`src/rtl/song_sequencer_pkg.sv`:
```
// Shared definitions for the demo-song sequencer.
//   - default widths for note codes, duration fields and song length
//   - note code constants (rest / END marker)
//   - FSM state encoding
package song_sequencer_pkg;

    localparam int SONG_LEN_DEF = 8;
    localparam int NOTE_W_DEF   = 5;
    localparam int DUR_W_DEF    = 3;

    localparam logic [NOTE_W_DEF-1:0] NOTE_REST = '0;
    localparam logic [NOTE_W_DEF-1:0] NOTE_END  = '1;

    typedef logic [1:0] state_t;
    localparam state_t ST_IDLE  = 2'd0;
    localparam state_t ST_PLAY  = 2'd1;
    localparam state_t ST_PAUSE = 2'd2;

endpackage

```
`src/rtl/song_rom.sv`:
```
// Combinational melody ROM: addr -> {note, dur}.
// Ports:
//   addr  in   ROM address
//   note  out  note code (0 = rest, all-ones = END)
//   dur   out  duration field, value d lasts d+1 ticks
// Any address beyond the stored melody reads as END.
module song_rom
    import song_sequencer_pkg::*;
#(
    parameter int SONG_LEN = SONG_LEN_DEF,
    parameter int NOTE_W   = NOTE_W_DEF,
    parameter int DUR_W    = DUR_W_DEF,
    parameter int AW       = $clog2(SONG_LEN)
) (
    input  logic [AW-1:0]     addr,
    output logic [NOTE_W-1:0] note,
    output logic [DUR_W-1:0]  dur
);

    always_comb begin
        note = '1;
        dur  = '0;
        case (addr)
            AW'(0): begin note = NOTE_W'(1); dur = DUR_W'(1); end
            AW'(1): begin note = NOTE_W'(3); dur = DUR_W'(0); end
            AW'(2): begin note = NOTE_W'(0); dur = DUR_W'(0); end
            AW'(3): begin note = NOTE_W'(5); dur = DUR_W'(2); end
            AW'(4): begin note = NOTE_W'(8); dur = DUR_W'(0); end
            AW'(5): begin note = NOTE_W'(5); dur = DUR_W'(0); end
            AW'(6): begin note = NOTE_W'(3); dur = DUR_W'(1); end
            default: begin note = '1; dur = '0; end
        endcase
    end

endmodule

```
`src/rtl/song_sequencer.sv`:
```
// Demo-song sequencer with live keyboard pass-through.
// Steps through song_rom one duration unit per tick while playing; in idle
// the keyboard note is forwarded so the tone generator has a single source.
// Ports:
//   clk, rst_n  clock, asynchronous active-low reset
//   tick        one-cycle 2 Hz enable
//   start_p     play / toggle pause-resume pulse
//   stop_p      abort-to-idle pulse
//   key_note    live keyboard note (0 = no key)
//   note_out    registered note code
//   playing     high in PLAY
//   paused      high in PAUSE
//   pos         current ROM address
//   done        one-cycle pulse at song end
// Build option: define SONG_LOOP_EN to repeat the song until stop_p
// instead of returning to idle at END.
module song_sequencer
    import song_sequencer_pkg::*;
#(
    parameter int SONG_LEN = SONG_LEN_DEF,
    parameter int NOTE_W   = NOTE_W_DEF,
    parameter int DUR_W    = DUR_W_DEF,
    parameter int PW       = $clog2(SONG_LEN)
) (
    input  logic              clk,
    input  logic              rst_n,
    input  logic              tick,
    input  logic              start_p,
    input  logic              stop_p,
    input  logic [NOTE_W-1:0] key_note,
    output logic [NOTE_W-1:0] note_out,
    output logic              playing,
    output logic              paused,
    output logic [PW-1:0]     pos,
    output logic              done
);

    state_t            state;
    logic [DUR_W-1:0]  dur_cnt;
    logic [NOTE_W-1:0] rom_note;
    logic [DUR_W-1:0]  rom_dur;
    logic              is_end;
    logic              seg_last;
    logic              end_hit;

    song_rom #(
        .SONG_LEN (SONG_LEN),
        .NOTE_W   (NOTE_W),
        .DUR_W    (DUR_W),
        .AW       (PW)
    ) u_rom (
        .addr (pos),
        .note (rom_note),
        .dur  (rom_dur)
    );

    // END is checked every cycle, not only on tick. Advancing past the last
    // ROM slot is folded into the same path so pos can never overflow.
    assign is_end   = (rom_note == {NOTE_W{1'b1}});
    assign seg_last = tick && (dur_cnt == rom_dur);
    assign end_hit  = is_end || (seg_last && (pos == PW'(SONG_LEN-1)));

    assign playing = (state == ST_PLAY);
    assign paused  = (state == ST_PAUSE);

    always_ff @(posedge clk or negedge rst_n) begin
        if (!rst_n) begin
            state    <= ST_IDLE;
            note_out <= '0;
            pos      <= '0;
            dur_cnt  <= '0;
            done     <= 1'b0;
        end else begin
            done <= 1'b0;
            case (state)
                ST_IDLE: begin
                    note_out <= key_note;
                    pos      <= '0;
                    dur_cnt  <= '0;
                    // stop outranks start even though stop alone is a no-op here
                    if (start_p && !stop_p)
                        state <= ST_PLAY;
                end
                ST_PLAY: begin
                    note_out <= rom_note;
                    if (stop_p) begin
                        state   <= ST_IDLE;
                        pos     <= '0;
                        dur_cnt <= '0;
                    end else if (start_p) begin
                        state <= ST_PAUSE;
                    end else if (end_hit) begin
                        done     <= 1'b1;
                        note_out <= '0;
                        pos      <= '0;
                        dur_cnt  <= '0;
`ifdef SONG_LOOP_EN
                        state    <= ST_PLAY;
`else
                        state    <= ST_IDLE;
`endif
                    end else if (tick) begin
                        if (seg_last) begin
                            pos     <= pos + PW'(1);
                            dur_cnt <= '0;
                        end else begin
                            dur_cnt <= dur_cnt + DUR_W'(1);
                        end
                    end
                end
                ST_PAUSE: begin
                    note_out <= '0;
                    if (stop_p) begin
                        state   <= ST_IDLE;
                        pos     <= '0;
                        dur_cnt <= '0;
                    end else if (start_p) begin
                        state <= ST_PLAY;
                    end
                end
                default: begin
                    state   <= ST_IDLE;
                    pos     <= '0;
                    dur_cnt <= '0;
                end
            endcase
        end
    end

endmodule

```
`config.mk`:
```
export PLATFORM = sky130hd
export DESIGN_NAME = song_sequencer
export DESIGN_NICKNAME = d
export VERILOG_FILES = /design/src/rtl/song_sequencer_pkg.sv /design/src/rtl/song_rom.sv /design/src/rtl/song_sequencer.sv
export SDC_FILE = /design/constraint.sdc
export NUM_CORES = 1
export LEC_CHECK = 0
export CORE_MARGIN = 10
export CORE_UTILIZATION = 51
export DETAILED_ROUTE_END_ITERATION = 8
export PLACE_DENSITY = 0.79
export SLEW_MARGIN = 20
export SYNTH_ARGS = -nofsm -noshare
export SYNTH_HDL_FRONTEND = slang
export SYNTH_SLANG_ARGS = --single-unit
```
`constraint.sdc`:
```
create_clock -name clk -period 2.6 [get_ports clk]
set_clock_uncertainty 0.1 [all_clocks]
set_input_delay 0.26 -clock clk [delete_from_list [all_inputs] [get_ports clk]]
set_output_delay 0.26 -clock clk [all_outputs]
set_load 0.005 [all_outputs]
```
### Yosys cells after proc, flatten, opt, wreduce, memory -nomap -nowiden

Index checks and enable logic that the tools add are counted.

* add/subtract/negate cells: 2
* multiplexer cells: 30
* reductions and logical operators: 14
* eq/ne operators: 18

Operator list (number)
* 3-bit 2-to-1 mux: 11
* 5-bit case mux with 5 select lines: 1
* 5-bit 2-to-1 mux: 3
* 5-bit case mux with 3 select lines: 1
* 3-bit == test, second input constant: 4
* 2-bit 2-to-1 mux: 6
* 3-bit case mux with 2 select lines: 2
* 4-bit by 3-bit inequality test with 1-bit output, second input constant: 2
* 3-bit by 1-bit adder with 3-bit output, second input constant: 2
* 3-bit by 2-bit == test with 1-bit output, second input constant: 2
* 3-bit inequality test, second input constant: 2
* 2-bit case mux with 3 select lines: 1
* 3-bit AND reduction: 2
* 2-bit OR reduction: 3
* 5-bit == test, second input constant: 1
* 1-bit 2-to-1 mux: 4
* 2-bit inequality test, second input constant: 2
* 4-bit by 2-bit inequality test with 1-bit output, second input constant: 1
* 2-bit case mux with 2 select lines: 1
* 4-bit AND reduction: 1
* 3-bit by 1-bit == test with 1-bit output, second input constant: 1
* 3-bit == test: 1
* 1-bit logical AND: 3
* 3-bit zero test: 1
* 6 further kinds: 6

* flip-flop bits (word level): 14
* output and inout port bits: 11
* word-level logic and storage cells: 69
* bits of input ports: 10

### Depth between registers and ports, before layout

Gate-level depths: netlist of the first run.

* word-level depth: 11
* depth in mapped cells: 7
* gate-level depth less buffers: 6

### Hierarchy

Synthesis of the first run repeated with hierarchy kept, for this count alone.

* cell total of the unflattened synthesis: 108
* area, all modules: 983.4 µm²

By module, submodules not included
* song_sequencer: seq. area each 350.3 µm², cells each 95, area an instance 897.1 µm², times used 1
* song_rom: seq. area each 0.0 µm², cells each 13, area an instance 86.3 µm², times used 1

### Worst setup path before layout of the first run

OpenSTA, ideal clock, no wires.

* path kind: register to register
* start: register pos[0]
* end: register state[0]
* setup time: 120 ps
* data required time: 2380 ps
* arrival time: 1800 ps
* stages on the path, launching flop included: 7
* clock period less this slack: 2020 ps
* buffers on the path: 0
* path slack: 580 ps
* path through: dfrtp_1 > inv_1 > ha_1 > or4_4 > a21oi_4 > a31oi_2 > a41o_1

* longest elaborated chain between the ends: 9
* elaborated cells on any way between the ends: 20
* classes of those cells: eq/ne (10); mux (2); reduce/logical (8)

Ends and longest elaborated chain
* start: declaration: RTL line song_sequencer.sv:34 `output logic [PW-1:0] pos,`
* start signal: assignment: RTL line song_sequencer.sv:104 `pos <= pos + PW'(1);`
* 3-bit == test or 3-bit zero test (tied branches): RTL line song_rom.sv:23 `case (addr)`
* 2-bit OR reduction (no line)
* 2-bit case mux with 2 select lines: RTL line song_rom.sv:23
* 3-bit == test: RTL line song_sequencer.sv:60 `assign seg_last = tick && (dur_cnt == rom_dur);`
* 1-bit logical AND: RTL line song_sequencer.sv:60
* 1-bit logical AND: RTL line song_sequencer.sv:61 `assign end_hit = is_end || (seg_last && (pos == PW'(SONG_LEN-1)));`
* 1-bit logical OR (*): RTL line song_sequencer.sv:61
* 4-bit by 3-bit inequality test with 1-bit output (no line) (*)
* 3-bit AND reduction (no line) (*)
* end signal: assignment: RTL line song_sequencer.sv:68 `state <= ST_IDLE;`
* end signal: assignment: RTL line song_sequencer.sv:82 `state <= ST_PLAY;`
* end signal: assignment: RTL line song_sequencer.sv:87 `state <= ST_IDLE;`
* end: declaration: RTL line song_sequencer.sv:38 `state_t state;`

Mark *: on every way between the ends. The rest lies on a longest branch, timed or not.
A chain may end at the register's enable or synchronous reset.

### Worst setup path after layout of the first run

Same ends and word-level chain as after synthesis.

==> metrics.txt, run 1 <==
Skew-Pair Late Insertion Delay approximately 0.28 ns; fin nets 162; worst reg2reg setup slack 0.44 ns; routed length per instance 14.7 um; RR Startpoint pos[0]$_DFFE_PN0P_; Critical Path AT about 2.2 ns; Crit. End Element register; Core ar. roughly 2000 um^2; Syn Nets 139; initial antenna violation count 0; Die Y about 66 um; Setup violations, final 0; antenna-violating nets left 0; status finished, final reports clean; most frequent cells in the layout clkdlybuf4s50_1 (20), ha_1 (14), dfrtp_1 (14), inv_1 (12), o21ai_0 (8); vias per cell 5.67; Req. time, crit path ~2.7 ns; Leakage around 0.6 nW; final worst path period need 2.16 ns; FF-to-FF End state[0]$_DFFE_PN0P_; Total GRT Usage 0.111; WL final 2400 um; share of the synthesized area in the top cell type 0.318; Worst IR Drop VDD 0.406 mV; RSZ-0062 raised after global routing no; GR peak layer met2; Post-Synthesis Cells around 120; DRT Pass-1 Iters 4; Reg clk slew, reported paths 0.08 ns; hold buffer count at cts 0; antenna cells 0; met1 usage 0.126; Post-Syn Area per Cell 9.59 um^2; clk sinks 14; setup TNS 0 ns; Max Root-Sink Buffers 2; startpoint types register; cell count of the worst reg-to-reg path 6; Worst-Margin Slew between 0.6 and 0.7 ns; post-route cell area ~1300 um^2; CTS tree built; Largest stage delay, worst path 0.51 ns; DRC viols 0; Starting Density 0.551; standard-cell rows 16; Slew Viols, Final 0; post-cts resize count 0; met2 usage 0.188; Synth Register Bits 14; share of layout cells above drive strength 1 0.0882; Num CTS Buffers 3; die width 66.5 um; crit path cell chain inv_1 > ha_1 > or4_4 > a21oi_4 > a31oi_2 > a41o_1; Tot Pwr 0.895 mW; Seq/Total Area, Yosys 0.318; Port Buffer Count 20; Fin. Hold Viols 0; power density over the cells 666 nW/um^2; HPWL after DPL 1930 um; drt initial violations 53; routed vias 924; maxcap violations 0; I/O pins 21; Yosys top cell by area dfrtp_1; largest net degree at the start of global routing 15; fin worst setup slack 0.436 ns; GR Overflow Total 0; Syn. warnings 0; worst-path maximum fanout 8; H-tree levels 1; Synth cell types 37; fin crit share 0.832; synthesis-to-layout area growth 21.9%; commonest non-fill, non-tap cell in the layout clkdlybuf4s50_1; clk root buf clkbuf_4; HP Class primary input to asynchronous set/reset pin; Cell Area, Placed 1320 um^2; critical path class register to register; Max Fclk 0.462 GHz; pre-CTS WS between 0.4 and 0.5 ns; slowest stage cell, crit path or4_4; first-pass GRT wire length just under 4000 um; dominant cells by area after synthesis dfrtp_1 (32%), ha_1 (16%), a32o_1 (5.4%); Setup Fix Bufs, Post-CTS 0; Cell Area, Synth 1100 um^2; die area 4420 um^2; GPL Wtd Cong 0.896; met3 Use GR 0.0351; number of global-route vias before repair 852; headroom to the max-slew limit 0.578
## worst max-delay path by stage
stage,startpoint,endpoint,slack [ns],cells past startpoint
after floorplan,pos[0]$_DFFE_PN0P_,state[0]$_DFFE_PN0P_,0.58,6
after global placement,pos[0]$_DFFE_PN0P_,state[1]$_DFFE_PN0P_,0.49,6
after detailed placement,pos[0]$_DFFE_PN0P_,state[1]$_DFFE_PN0P_,0.45,6
after CTS,pos[0]$_DFFE_PN0P_,state[1]$_DFFE_PN0P_,0.44,6
after global routing,pos[0]$_DFFE_PN0P_,pos[0]$_DFFE_PN0P_,0.30,6
final,pos[0]$_DFFE_PN0P_,state[0]$_DFFE_PN0P_,0.44,6
## flip-flops by register name (all words and copies together), names as in the netlist
signal    cells
note_out      5
pos           3
done          1
dur_cnt       3
state         2
## synth_stat cells
cell,count
and2_1,3
a21o_1,1
ha_1,14
nor4b_1,1
o22ai_1,1
mux2i_1,1
or3b_4,1
or4_4,1
nor2b_1,3
and2_2,1
buf_6,1
inv_1,12
or2_2,1
a21oi_4,1
o21ai_0,8
a31oi_2,1
a41o_1,2
xor2_1,2
a221oi_1,1
nor2_1,7
a211oi_1,4
a221o_2,1
nand2_1,7
nor4b_2,1
a211o_1,1
a21oi_1,4
a22oi_1,4
nor4_1,1
nand2b_1,2
clkbuf_1,1
dfrtp_1,14
nand3_1,1
a32o_1,6
nor3b_1,2
o32a_1,1
and2b_2,1
nor4bb_1,1
## cell families after synthesis
kind of cell,Yosys count,share of synthesized area
and+or+nand+nor,34,0.188
adders and majority gates,14,0.159
xor gates and xnor gates,2,0.0159
DFF,14,0.318
muxes,1,0.00908
buffers and inverters,14,0.0545
AOI/OAI and AO/OA,36,0.255
## stage by stage
step	hold slack [ns]	instances	util
CTS	0.285	163	0.671
finish	0.259	163	0.671
detailed placement	0.392	160	0.660
floorplan	-0.136	115	-
global route	0.318	163	0.671
global placement	0.382	160	0.660
## power breakdown
| part | switching (mW) | internal [mW] | total [mW] |
|---|---|---|---|
| logic | 0.225 | 0.230 | 0.455 |
| clock network | 0.0720 | 0.0539 | 0.126 |
| registers | 0.0415 | 0.272 | 0.314 |
## routing by layer
layer | up-vias | wire length, um
met1 | 433 | 1100
met4 | 0 | 34
met5 | - | 0
met3 | 5 | 144
li1 | 467 | -
met2 | 19 | 1130
## final cells by class
type	count	area (um^2)
Fill cell	157	658
Clock buffer	3	22.5
Sequential cell	14	350
Inverter	12	45.0
Multi-Input combinational cell	87	692
Timing Repair Buffer	20	200
Tap cell	27	33.8
## worst max-delay path, delay by kind of cell (launching register included)
family,cells,cell delay (ns)
and+or+nand+nor,1,0.51
buffers and inverters,1,0.13
DFF,1,0.49
adders and majority gates,1,0.26
AOI/OAI and AO/OA,3,0.58
Note: power is estimated with default switching activity, not from simulation.
==> inputs of run 2 (changes only) <==
CORE_UTILIZATION = 46   (was 51)
PLACE_DENSITY = 0.75   (was 0.79)
clock period = 1.75 ns   (was 2.6 ns; I/O delays follow)
==> metrics.txt, run 2 (synthesized netlist as in run 1, its figures left out) <==
routed vias 1109; sw power 0.621 mW; Skew-Pair Late Insertion Delay roughly 0.3 ns; synthesis-to-layout area growth 58.5%; antenna-violating nets left 0; WL final 3210 um; worst reg2reg setup slack -0.21 ns; initial antenna violation count 0; commonest non-fill, non-tap cell in the layout buf_4; pre-CTS WS -0.250 ns; CTS tree built; clk root buf clkbuf_4; slowest stage cell, crit path or4_4; cell count of the worst reg-to-reg path 6; fin crit share 1.12; clk sinks 14; power density over the cells 953 nW/um^2; routed length per instance 16.2 um; Core ar. approximately 2300 um^2; Num CTS Buffers 3; share of layout cells above drive strength 1 0.394; sequential fraction of design power 0.274; Regs by FF count note_out (5), dur_cnt (3), pos (3); first-pass GRT wire length about 5200 um; GPL Wtd Cong 0.832; Most flops, register note_out; HPWL after DPL approximately 2400 um; Critical Path AT 2.06 ns; Fin. Hold Viols 0; drt initial violations 33; startpoint types register; hold buffer count at cts 0; Worst-Margin Slew 0.389 ns; Pint 1.04 mW; Die Y 69.0 um; vias per cell 5.60; die area about 4800 um^2; antenna cells 0; share of power burned in combinational logic 0.577; switching part of the total 0.373; largest net degree at the start of global routing 15; Hold Slack 0.0763 ns; die width 69.0 um; status finished, violations left; Worst IR Drop VDD 0.807 mV; Starting Density 0.489; critical path class register to register; headroom to the max-slew limit 0.741; GR Overflow Total 0; number of global-route vias before repair 1122; FILL cells 162; DRT Pass-1 Iters 4; Crit. End Element register; Reg clk slew, reported paths 0.09 ns; Clk pwr share 0.149; max FFs per register 5; fin worst setup slack -0.214 ns; maxcap violations 0; HP Class primary input to asynchronous set/reset pin; Port Buffer Count 20; Max Fclk just over 0.5 GHz; DRC viols 0; failing checks negative setup slack; Max Root-Sink Buffers 2; most frequent cells in the layout buf_4 (31), clkdlybuf4s50_1 (16), dfrtp_1 (12), inv_1 (9), nand2_1 (7); standard-cell rows 17; Slew Viols, Final 0; Total GRT Usage 0.146; Req. time, crit path 1.84 ns; FF-to-FF End note_out[3]$_DFFE_PN0P_; Leakage 0.827 nW; final worst path period need 1.96 ns; worst-path maximum fanout 6; Setup violations, final 14; Largest stage delay, worst path approximately 0.51 ns; RSZ-0062 raised after global routing yes; RR Startpoint pos[0]$_DFFE_PN0P_; H-tree levels 1; I/O pins 21; crit path cell chain inv_4 > ha_4 > or4_4 > a21oi_4 > a221o_2 > o21ai_1; fin nets 195
run 2: power by group through the flow:
stage | registers, mW | logic [mW] | clock network (mW)
6_report | 0.456 | 0.960 | 0.248
5_1_grt | 0.467 | 1.08 | 0.268
4_1_cts | 0.451 | 0.950 | 0.248
3_5_place_dp | 0.459 | 0.845 | 0
3_3_place_gp | 0.453 | 0.815 | 0
2_1_floorplan | 0.470 | 0.415 | 0
run 2: what timing repair did:
item / 4_1_cts / 5_1_grt
buffers inserted: 6 / 0
resized for setup: 21 / 7
endpoints found under the setup margin: 17 / 15
pin swaps: 6 / 8
run 2: how the worst max path moves through the flow:
stage                            start                      end
finish              pos[0]$_DFFE_PN0P_  note_out[3]$_DFFE_PN0P_
global route        pos[0]$_DFFE_PN0P_  note_out[3]$_DFFE_PN0P_
CTS                 pos[1]$_DFFE_PN0P_       pos[1]$_DFFE_PN0P_
detailed placement  pos[1]$_DFFE_PN0P_       pos[1]$_DFFE_PN0P_
global placement    pos[0]$_DFFE_PN0P_  note_out[3]$_DFFE_PN0P_
floorplan           pos[0]$_DFFE_PN0P_  note_out[0]$_DFFE_PN0P_
run 2: worst max-delay path, delay by kind of cell (launching register included):
kind,cells,cell delay [ns]
adder cells (fa/ha/maj),1,0.18
flip-flops,1,0.48
buffers and inverters,1,0.09
AO/OA/AOI/OAI,3,0.49
AND/OR/NAND/NOR,1,0.51
run 2: layout make-up:
| type | count | area [um^2] | area share |
|---|---|---|---|
| multi-input combinational | 87 | 818 | 0.468 |
| timing repair buffer | 53 | 454 | 0.260 |
| sequential | 14 | 353 | 0.202 |
| inverter | 12 | 50.0 | 0.0287 |
| clock buffer | 4 | 36.3 | 0.0208 |
| tap | 28 | 35.0 | 0.0201 |
run 2: metrics by stage:
stage | utilization | cell area, um^2 | std cells | power (mW) | setup TNS, ns
floorplan | - | 1140 | 115 | 0.885 | -0.914
CTS | 0.760 | 1710 | 198 | 1.65 | -2.33
finish | 0.775 | 1750 | 198 | 1.66 | -2.37
global route | 0.775 | 1750 | 198 | 1.81 | -3.42
global placement | 0.693 | 1560 | 188 | 1.27 | -1.81
detailed placement | 0.693 | 1560 | 188 | 1.30 | -2.49
run 2: metal layers:
layer | share of wire | track usage | wire length, um
met4 | 0.019 | 0.0591 | 62
met5 | 0 | 0 | 0
met1 | 0.39 | 0.134 | 1240
met3 | 0.064 | 0.0483 | 204
met2 | 0.53 | 0.287 | 1700
